===== src/rtl/accel_spi_pkg.sv =====
// rtl/accel_spi_pkg.sv - shared register map, FSM states and helpers for the accelerometer SPI responder
package accel_spi_pkg;

  localparam logic [5:0] ADDR_DEVID       = 6'h00;
  localparam logic [5:0] ADDR_INT_ENABLE  = 6'h2E;
  localparam logic [5:0] ADDR_INT_SOURCE  = 6'h30;
  localparam logic [5:0] ADDR_DATA_FORMAT = 6'h31;
  localparam logic [5:0] ADDR_DATAX0      = 6'h32;
  localparam logic [5:0] ADDR_DATAX1      = 6'h33;
  localparam logic [5:0] ADDR_DATAY0      = 6'h34;
  localparam logic [5:0] ADDR_DATAY1      = 6'h35;
  localparam logic [5:0] ADDR_DATAZ0      = 6'h36;
  localparam logic [5:0] ADDR_DATAZ1      = 6'h37;

  // INT_SOURCE bit carrying DATA_READY; INT_ENABLE uses the same position
  localparam int DATA_READY_BIT = 7;

  typedef enum logic [1:0] {
    IDLE  = 2'd0,
    CMD   = 2'd1,
    WRITE = 2'd2,
    READ  = 2'd3
  } spi_state_t;

  // Axis sample bytes; reading any of them acknowledges DATA_READY
  function automatic logic is_data_addr(input logic [5:0] a);
    return (a >= ADDR_DATAX0) && (a <= ADDR_DATAZ1);
  endfunction

  // Addresses the SPI master may not overwrite
  function automatic logic is_ro_addr(input logic [5:0] a);
    return (a == ADDR_DEVID) || (a == ADDR_INT_SOURCE) || is_data_addr(a);
  endfunction

endpackage


===== src/rtl/spi_edge_sync.sv =====
// rtl/spi_edge_sync.sv - multi-flop input synchronizer with rise/fall pulse detection
module spi_edge_sync #(
  parameter int   STAGES    = 2,
  parameter logic RESET_VAL = 1'b1
) (
  input  logic clk,
  input  logic rst_n,
  input  logic din,
  output logic q,
  output logic rise,
  output logic fall
);

  logic [STAGES-1:0] sync_q;
  logic              prev_q;

  // Shift the pad value through the synchronizer and keep one delayed copy for edge detection
  always_ff @(posedge clk or negedge rst_n) begin
    if (!rst_n) begin
      sync_q <= {STAGES{RESET_VAL}};
      prev_q <= RESET_VAL;
    end else begin
      sync_q <= STAGES'({sync_q, din});
      prev_q <= sync_q[STAGES-1];
    end
  end

  assign q    = sync_q[STAGES-1];
  assign rise = q & ~prev_q;
  assign fall = ~q & prev_q;

endmodule


===== src/rtl/accel_spi_responder.sv =====
// rtl/accel_spi_responder.sv - SPI mode-3 register responder for a 3-axis accelerometer
module accel_spi_responder
  import accel_spi_pkg::*;
#(
  parameter logic [7:0] DEVID       = 8'hE5,
  parameter int         SYNC_STAGES = 2
) (
  input  logic        clk_clk,
  input  logic        reset_reset_n,
  input  logic        spi_sclk,
  input  logic        spi_cs_n,
  input  logic        spi_sdat_in,
  output logic        spi_sdat_out,
  output logic        spi_sdat_oe,
  output logic        spi_int,
  input  logic        sample_valid,
  input  logic [15:0] sample_x,
  input  logic [15:0] sample_y,
  input  logic [15:0] sample_z
);

  // Cycles after reset during which a cs_n fall is an artefact of the synchronizer preset
  localparam logic [3:0] ARM_CYCLES = 4'(SYNC_STAGES + 1);

  logic sclk_q, sclk_rise, sclk_fall;
  logic cs_q, cs_rise, cs_fall;
  logic sdat_q, sdat_rise, sdat_fall;

  spi_edge_sync #(.STAGES(SYNC_STAGES), .RESET_VAL(1'b1)) u_sync_sclk (
    .clk(clk_clk), .rst_n(reset_reset_n), .din(spi_sclk),
    .q(sclk_q), .rise(sclk_rise), .fall(sclk_fall)
  );

  spi_edge_sync #(.STAGES(SYNC_STAGES), .RESET_VAL(1'b1)) u_sync_cs (
    .clk(clk_clk), .rst_n(reset_reset_n), .din(spi_cs_n),
    .q(cs_q), .rise(cs_rise), .fall(cs_fall)
  );

  spi_edge_sync #(.STAGES(SYNC_STAGES), .RESET_VAL(1'b0)) u_sync_sdat (
    .clk(clk_clk), .rst_n(reset_reset_n), .din(spi_sdat_in),
    .q(sdat_q), .rise(sdat_rise), .fall(sdat_fall)
  );

  logic unused_sync;
  assign unused_sync = sclk_q ^ sdat_rise ^ sdat_fall;

  spi_state_t  state;
  logic [2:0]  bit_cnt;
  logic [7:0]  rx_sh;
  logic [7:0]  tx_sh;
  logic [5:0]  addr;
  logic        mb;
  logic [3:0]  arm_cnt;

  logic [7:0]  regs [0:63];
  logic        data_ready;
  logic        pend_valid;
  logic [15:0] pend_x, pend_y, pend_z;

  // Register view seen by the master; DEVID and INT_SOURCE are synthesised, not stored
  function automatic logic [7:0] read_reg(input logic [5:0] a);
    logic [7:0] v;
    v = regs[a];
    if (a == ADDR_DEVID) begin
      v = DEVID;
    end else if (a == ADDR_INT_SOURCE) begin
      v = 8'h00;
      v[DATA_READY_BIT] = data_ready;
    end
    return v;
  endfunction

  logic [7:0] rx_byte;
  logic [5:0] next_addr;
  logic       byte_done;
  logic [7:0] cmd_rd_byte;
  logic [7:0] next_rd_byte;
  logic       wr_en;
  logic       rd_clr;
  logic       armed;
  logic       load_pend;
  logic       load_direct;
  logic       hold_sample;

  assign rx_byte      = {rx_sh[6:0], sdat_q};
  assign next_addr    = mb ? (addr + 6'd1) : addr;
  assign byte_done    = sclk_rise && (bit_cnt == 3'd7) && !cs_rise;
  assign cmd_rd_byte  = read_reg(rx_byte[5:0]);
  assign next_rd_byte = read_reg(next_addr);
  assign wr_en        = (state == WRITE) && byte_done && !is_ro_addr(addr);
  assign rd_clr       = (state == READ) && byte_done && is_data_addr(addr);
  assign armed        = (arm_cnt == ARM_CYCLES);
  // A sample arriving while the master is selected is parked so a burst read sees one coherent set
  assign load_pend    = cs_rise && pend_valid;
  assign load_direct  = sample_valid && cs_q;
  assign hold_sample  = sample_valid && !cs_q;

  // Transaction FSM: command decode, byte shifting and pad drive
  always_ff @(posedge clk_clk or negedge reset_reset_n) begin
    if (!reset_reset_n) begin
      state        <= IDLE;
      bit_cnt      <= 3'd0;
      rx_sh        <= 8'h00;
      tx_sh        <= 8'h00;
      addr         <= 6'd0;
      mb           <= 1'b0;
      arm_cnt      <= 4'd0;
      spi_sdat_oe  <= 1'b0;
      spi_sdat_out <= 1'b0;
    end else begin
      if (!armed) arm_cnt <= arm_cnt + 4'd1;
      if (cs_rise) begin
        state        <= IDLE;
        bit_cnt      <= 3'd0;
        spi_sdat_oe  <= 1'b0;
        spi_sdat_out <= 1'b0;
      end else begin
        case (state)
          IDLE: begin
            if (cs_fall && armed) begin
              state   <= CMD;
              bit_cnt <= 3'd0;
            end
          end
          CMD: begin
            if (sclk_rise) begin
              rx_sh   <= rx_byte;
              bit_cnt <= bit_cnt + 3'd1;
              if (bit_cnt == 3'd7) begin
                addr <= rx_byte[5:0];
                mb   <= rx_byte[6];
                if (rx_byte[7]) begin
                  state        <= READ;
                  tx_sh        <= cmd_rd_byte;
                  spi_sdat_out <= cmd_rd_byte[7];
                  spi_sdat_oe  <= 1'b1;
                end else begin
                  state <= WRITE;
                end
              end
            end
          end
          WRITE: begin
            if (sclk_rise) begin
              rx_sh   <= rx_byte;
              bit_cnt <= bit_cnt + 3'd1;
              if (bit_cnt == 3'd7) addr <= next_addr;
            end
          end
          READ: begin
            // bit7 is already on the pad at byte start, so the first fall re-drives it
            if (sclk_fall) begin
              spi_sdat_out <= tx_sh[7];
              tx_sh        <= {tx_sh[6:0], 1'b0};
            end
            if (sclk_rise) begin
              bit_cnt <= bit_cnt + 3'd1;
              if (bit_cnt == 3'd7) begin
                addr  <= next_addr;
                tx_sh <= next_rd_byte;
              end
            end
          end
          default: state <= IDLE;
        endcase
      end
    end
  end

  // Register storage, sample capture, DATA_READY tracking and the interrupt output
  always_ff @(posedge clk_clk or negedge reset_reset_n) begin
    if (!reset_reset_n) begin
      for (int i = 0; i < 64; i++) regs[i] <= 8'h00;
      data_ready <= 1'b0;
      pend_valid <= 1'b0;
      pend_x     <= 16'h0000;
      pend_y     <= 16'h0000;
      pend_z     <= 16'h0000;
      spi_int    <= 1'b0;
    end else begin
      if (wr_en) regs[addr] <= rx_byte;
      if (load_pend) begin
        regs[ADDR_DATAX0] <= pend_x[7:0];
        regs[ADDR_DATAX1] <= pend_x[15:8];
        regs[ADDR_DATAY0] <= pend_y[7:0];
        regs[ADDR_DATAY1] <= pend_y[15:8];
        regs[ADDR_DATAZ0] <= pend_z[7:0];
        regs[ADDR_DATAZ1] <= pend_z[15:8];
      end
      if (load_direct) begin
        regs[ADDR_DATAX0] <= sample_x[7:0];
        regs[ADDR_DATAX1] <= sample_x[15:8];
        regs[ADDR_DATAY0] <= sample_y[7:0];
        regs[ADDR_DATAY1] <= sample_y[15:8];
        regs[ADDR_DATAZ0] <= sample_z[7:0];
        regs[ADDR_DATAZ1] <= sample_z[15:8];
      end
      if (hold_sample) begin
        pend_x     <= sample_x;
        pend_y     <= sample_y;
        pend_z     <= sample_z;
        pend_valid <= 1'b1;
      end else if (load_pend) begin
        pend_valid <= 1'b0;
      end
      if (load_pend || load_direct) data_ready <= 1'b1;
      else if (rd_clr)              data_ready <= 1'b0;
      spi_int <= data_ready & regs[ADDR_INT_ENABLE][DATA_READY_BIT];
    end
  end

endmodule


===== config.mk =====
export PLATFORM = sky130hd
export DESIGN_NAME = accel_spi_responder
export DESIGN_NICKNAME = d
export VERILOG_FILES = /design/src/rtl/accel_spi_pkg.sv /design/src/rtl/spi_edge_sync.sv /design/src/rtl/accel_spi_responder.sv
export SDC_FILE = /design/constraint.sdc
export NUM_CORES = 1
export LEC_CHECK = 0
export CORE_MARGIN = 5
export CORE_UTILIZATION = 50
export CTS_CLUSTER_DIAMETER = 30
export DETAILED_ROUTE_END_ITERATION = 6
export GPL_TIMING_DRIVEN = 1
export PLACE_DENSITY_LB_ADDON = 0.2
export RECOVER_POWER = 100
export SLEW_MARGIN = 20
export SYNTH_ARGS = -nofsm -noshare
export SYNTH_HDL_FRONTEND = slang
export SYNTH_HIERARCHICAL = 1
export SYNTH_SLANG_ARGS = --single-unit

===== constraint.sdc =====
create_clock -name clk_clk -period 3.4 [get_ports clk_clk]
set_input_delay 1.02 -clock clk_clk [delete_from_list [all_inputs] [get_ports clk_clk]]
set_output_delay 1.02 -clock clk_clk [all_outputs]
set_load 0.02 [all_outputs]

==> results.md <==
- Clock root buffer: clkbuf_16
- I/O pins: 57
- Worst Hold Class: in2async
- Antenna Cells: 0
- Drt first-iter violations: 2,273
- Fill cell count: 5,118
- Internal: 18.5 mW
- Crit path cell chain: buf_4 -> xnor2_4 -> buf_12 -> buf_12 -> mux4_2 -> nand3_1 -> nand3_1 -> o22ai_1 -> nor4_1 -> o22a_1
- Clock transition at the registers of the reported paths: ~0.04 ns
- Routed WL: 105,000 µm
- Syn_nets: ~2,600
- Routability cong.: between 0.9 and 1
- Maximum root-to-sink buffer count: 3
- CP Capture Type: flip-flop
- Initial core utilization: 0.502
- Worst skew pair latency: 0.72 ns
- Area grow syn2layout: 22.6%
- Failing checks: design-rule violations, max-capacitance violations, max-slew violations
- Yosys synthesis warning count: 6
- Post-DP HPWL: a little under 70,000 µm
- Slowest stage delay, CP: 0.65 ns
- Clock share of power: 0.561
- Gr usage total: 0.297
- # clock sinks: 604
- GRT overflow: 0
- Final ANT Viol Nets: 0
- Initial antenna violation count: 2
- Arrival time worst endpoint: between 3 and 4 ns
- Critical Path RT: 3.98 ns
- First-pass GRT wire length: 160,000 µm
- Switching share of power: 0.272
- Clock buffer count from CTS: ~150
- CP delay by family, top: buffers and inverters
- Vias in the first global route: approximately 25,000
- Final period utilization: 0.973
- GRT met2 Usage: 0.446
- Detailed-route via count: about 24,000
- Outcome: complete, but fails checks
- Die W: 266 µm
- DIE AREA: approximately 70,000 µm²
- Largest net degree at the start of global routing: between 100 and 150
- Hold Vio Cnt, Final: 0
- Die span in y: between 200 and 300 µm
- Max-Cap Viols: 3
- Wire per inst: 28.0 µm
- CTS tree: built
- Share of layout cells above drive strength 1: 0.341
- Power Total: 25.5 mW
- Syn_area_per_cell: roughly 13 µm²
- Crit Path Max Fanout: 35
- Slew Viols, Final: 205
- Clk_skew: between 0.03 and 0.04 ns
- Drt via density: ~6.5
- Fmax achieved: ~300 MHz
- Core area: 65,400 µm²
- Crit Path Category: reg2reg
- Least-Margin Pin Slew: approximately 1.7 ns
- Headroom to the max-slew limit: -0.148
- Crit path launch type: flip-flop
- M1 GR Usage: 0.420
- 1st-pass router iterations: 7
- Final TNS setup: 0 ns
- Static Leakage: 18.3 nW
- Pwr Density: 633 nW/µm²
- WP buf/inv: 3
- Mapped Cells: 2,568
- Hold buffer count at CTS: 0
- Slowest cell on the critical path: dfrtp_1
- Final nets: about 2,800
- CTS H-tree lvls: 4
- Final setup viols: 0
- Global routing's busiest layer: met2
- Psw: between 6 and 7 mW
- Combinational Power Share: 0.124
- Syn Std Cell Area: 32,800 µm²
- GR Util met3: 0.0753
- Commonest non-fill, non-tap cells in the layout: dfrtp_1, mux2_2, nand2_1
- Sequential group share of total power: 0.315
- IO buf count: between 50 and 60
- Fin crit period: about 3.3 ns
- Commonest non-fill, non-tap cell in the layout: dfrtp_1
- Num rows: 94
- VDD IR max: around 0.44 mV
- DRC violations left: 1
- Unrepaired setup endpoints after global routing: false
==> power by group through the flow <==
stage          Sequential, mW  Clock [mW]  Combinational [mW]
2_1_floorplan            7.68           0                2.15
3_3_place_gp             8.09           0                3.09
3_5_place_dp             8.12           0                3.15
4_1_cts                  8.02        14.4                3.15
5_1_grt                  8.06        14.8                3.34
6_report                 8.03        14.3                3.15
==> registers in the layout, summed over array words and instances, names as in the netlist <==
register / cells
addr: 6
u_sync_sclk/prev_q: 1
spi_sdat_oe: 1
pend_z: 16
bit_cnt: 3
spi_int: 1
u_sync_cs/prev_q: 1
tx_sh: 8
arm_cnt: 4
rx_sh: 7
pend_x: 16
regs: 512
u_sync_sclk/sync_q: 2
data_ready: 1
mb: 1
pend_y: 16
pend_valid: 1
u_sync_cs/sync_q: 2
spi_sdat_out: 1
state: 2
u_sync_sdat/sync_q: 2
==> what timing repair did <==
action,in CTS,in global routing
hold endpoints to repair,0,0
setup endpoints to repair,0,123
gates resized for setup,0,4
setup buffers,0,0
==> through the flow <==
step	setup slack [ns]	hold WS, ns	util	std cells	area, µm²
after global placement	0.0956	0.338	0.541	3458	35300
final	0.0926	0.182	0.615	3729	40200
after detailed placement	0.0477	0.336	0.541	3458	35300
after floorplan	0.238	0.331	-	2568	32800
after CTS	0.00873	0.187	0.619	3729	40500
after global routing	0.0249	0.190	0.615	3729	40200
==> cell type report <==
type / count / area, µm² / share of cell area
clock buffers: 197 / 4170 / 0.104
clock inverters: 74 / 932 / 0.0232
inverters: 12 / 45.0 / 0.00112
multi-input cells: 1745 / 16800 / 0.417
flip-flops and latches: 604 / 15100 / 0.376
well taps: 864 / 1080 / 0.0269
repair buffers: 233 / 2070 / 0.0515
==> routing by layer <==
metal,up-vias,part of all wire,routed length (µm)
li1,10100,-,-
met1,12600,0.42,43800
met2,1166,0.46,47900
met3,260,0.085,8910
met4,2,0.039,4030
met5,-,0.00012,13
==> worst paths after layout <==
path / from / endpoint / slack (ns) / cells after the start
max: mb / tx_sh[0] / 0.09 / 10
min: reset_reset_n / regs[229] / 0.18 / 1
max reg2reg: mb / tx_sh[0] / 0.09 / 10
min reg2reg: u_sync_sdat/sync_q[0] / u_sync_sdat/sync_q[1] / 0.34 / 0
max in group asynchronous: reset_reset_n / regs[353] / 0.69 / 3
min in group clk_clk: u_sync_sdat/sync_q[0] / u_sync_sdat/sync_q[1] / 0.34 / 0
No activity file was read; power rests on OpenSTA's default activity.
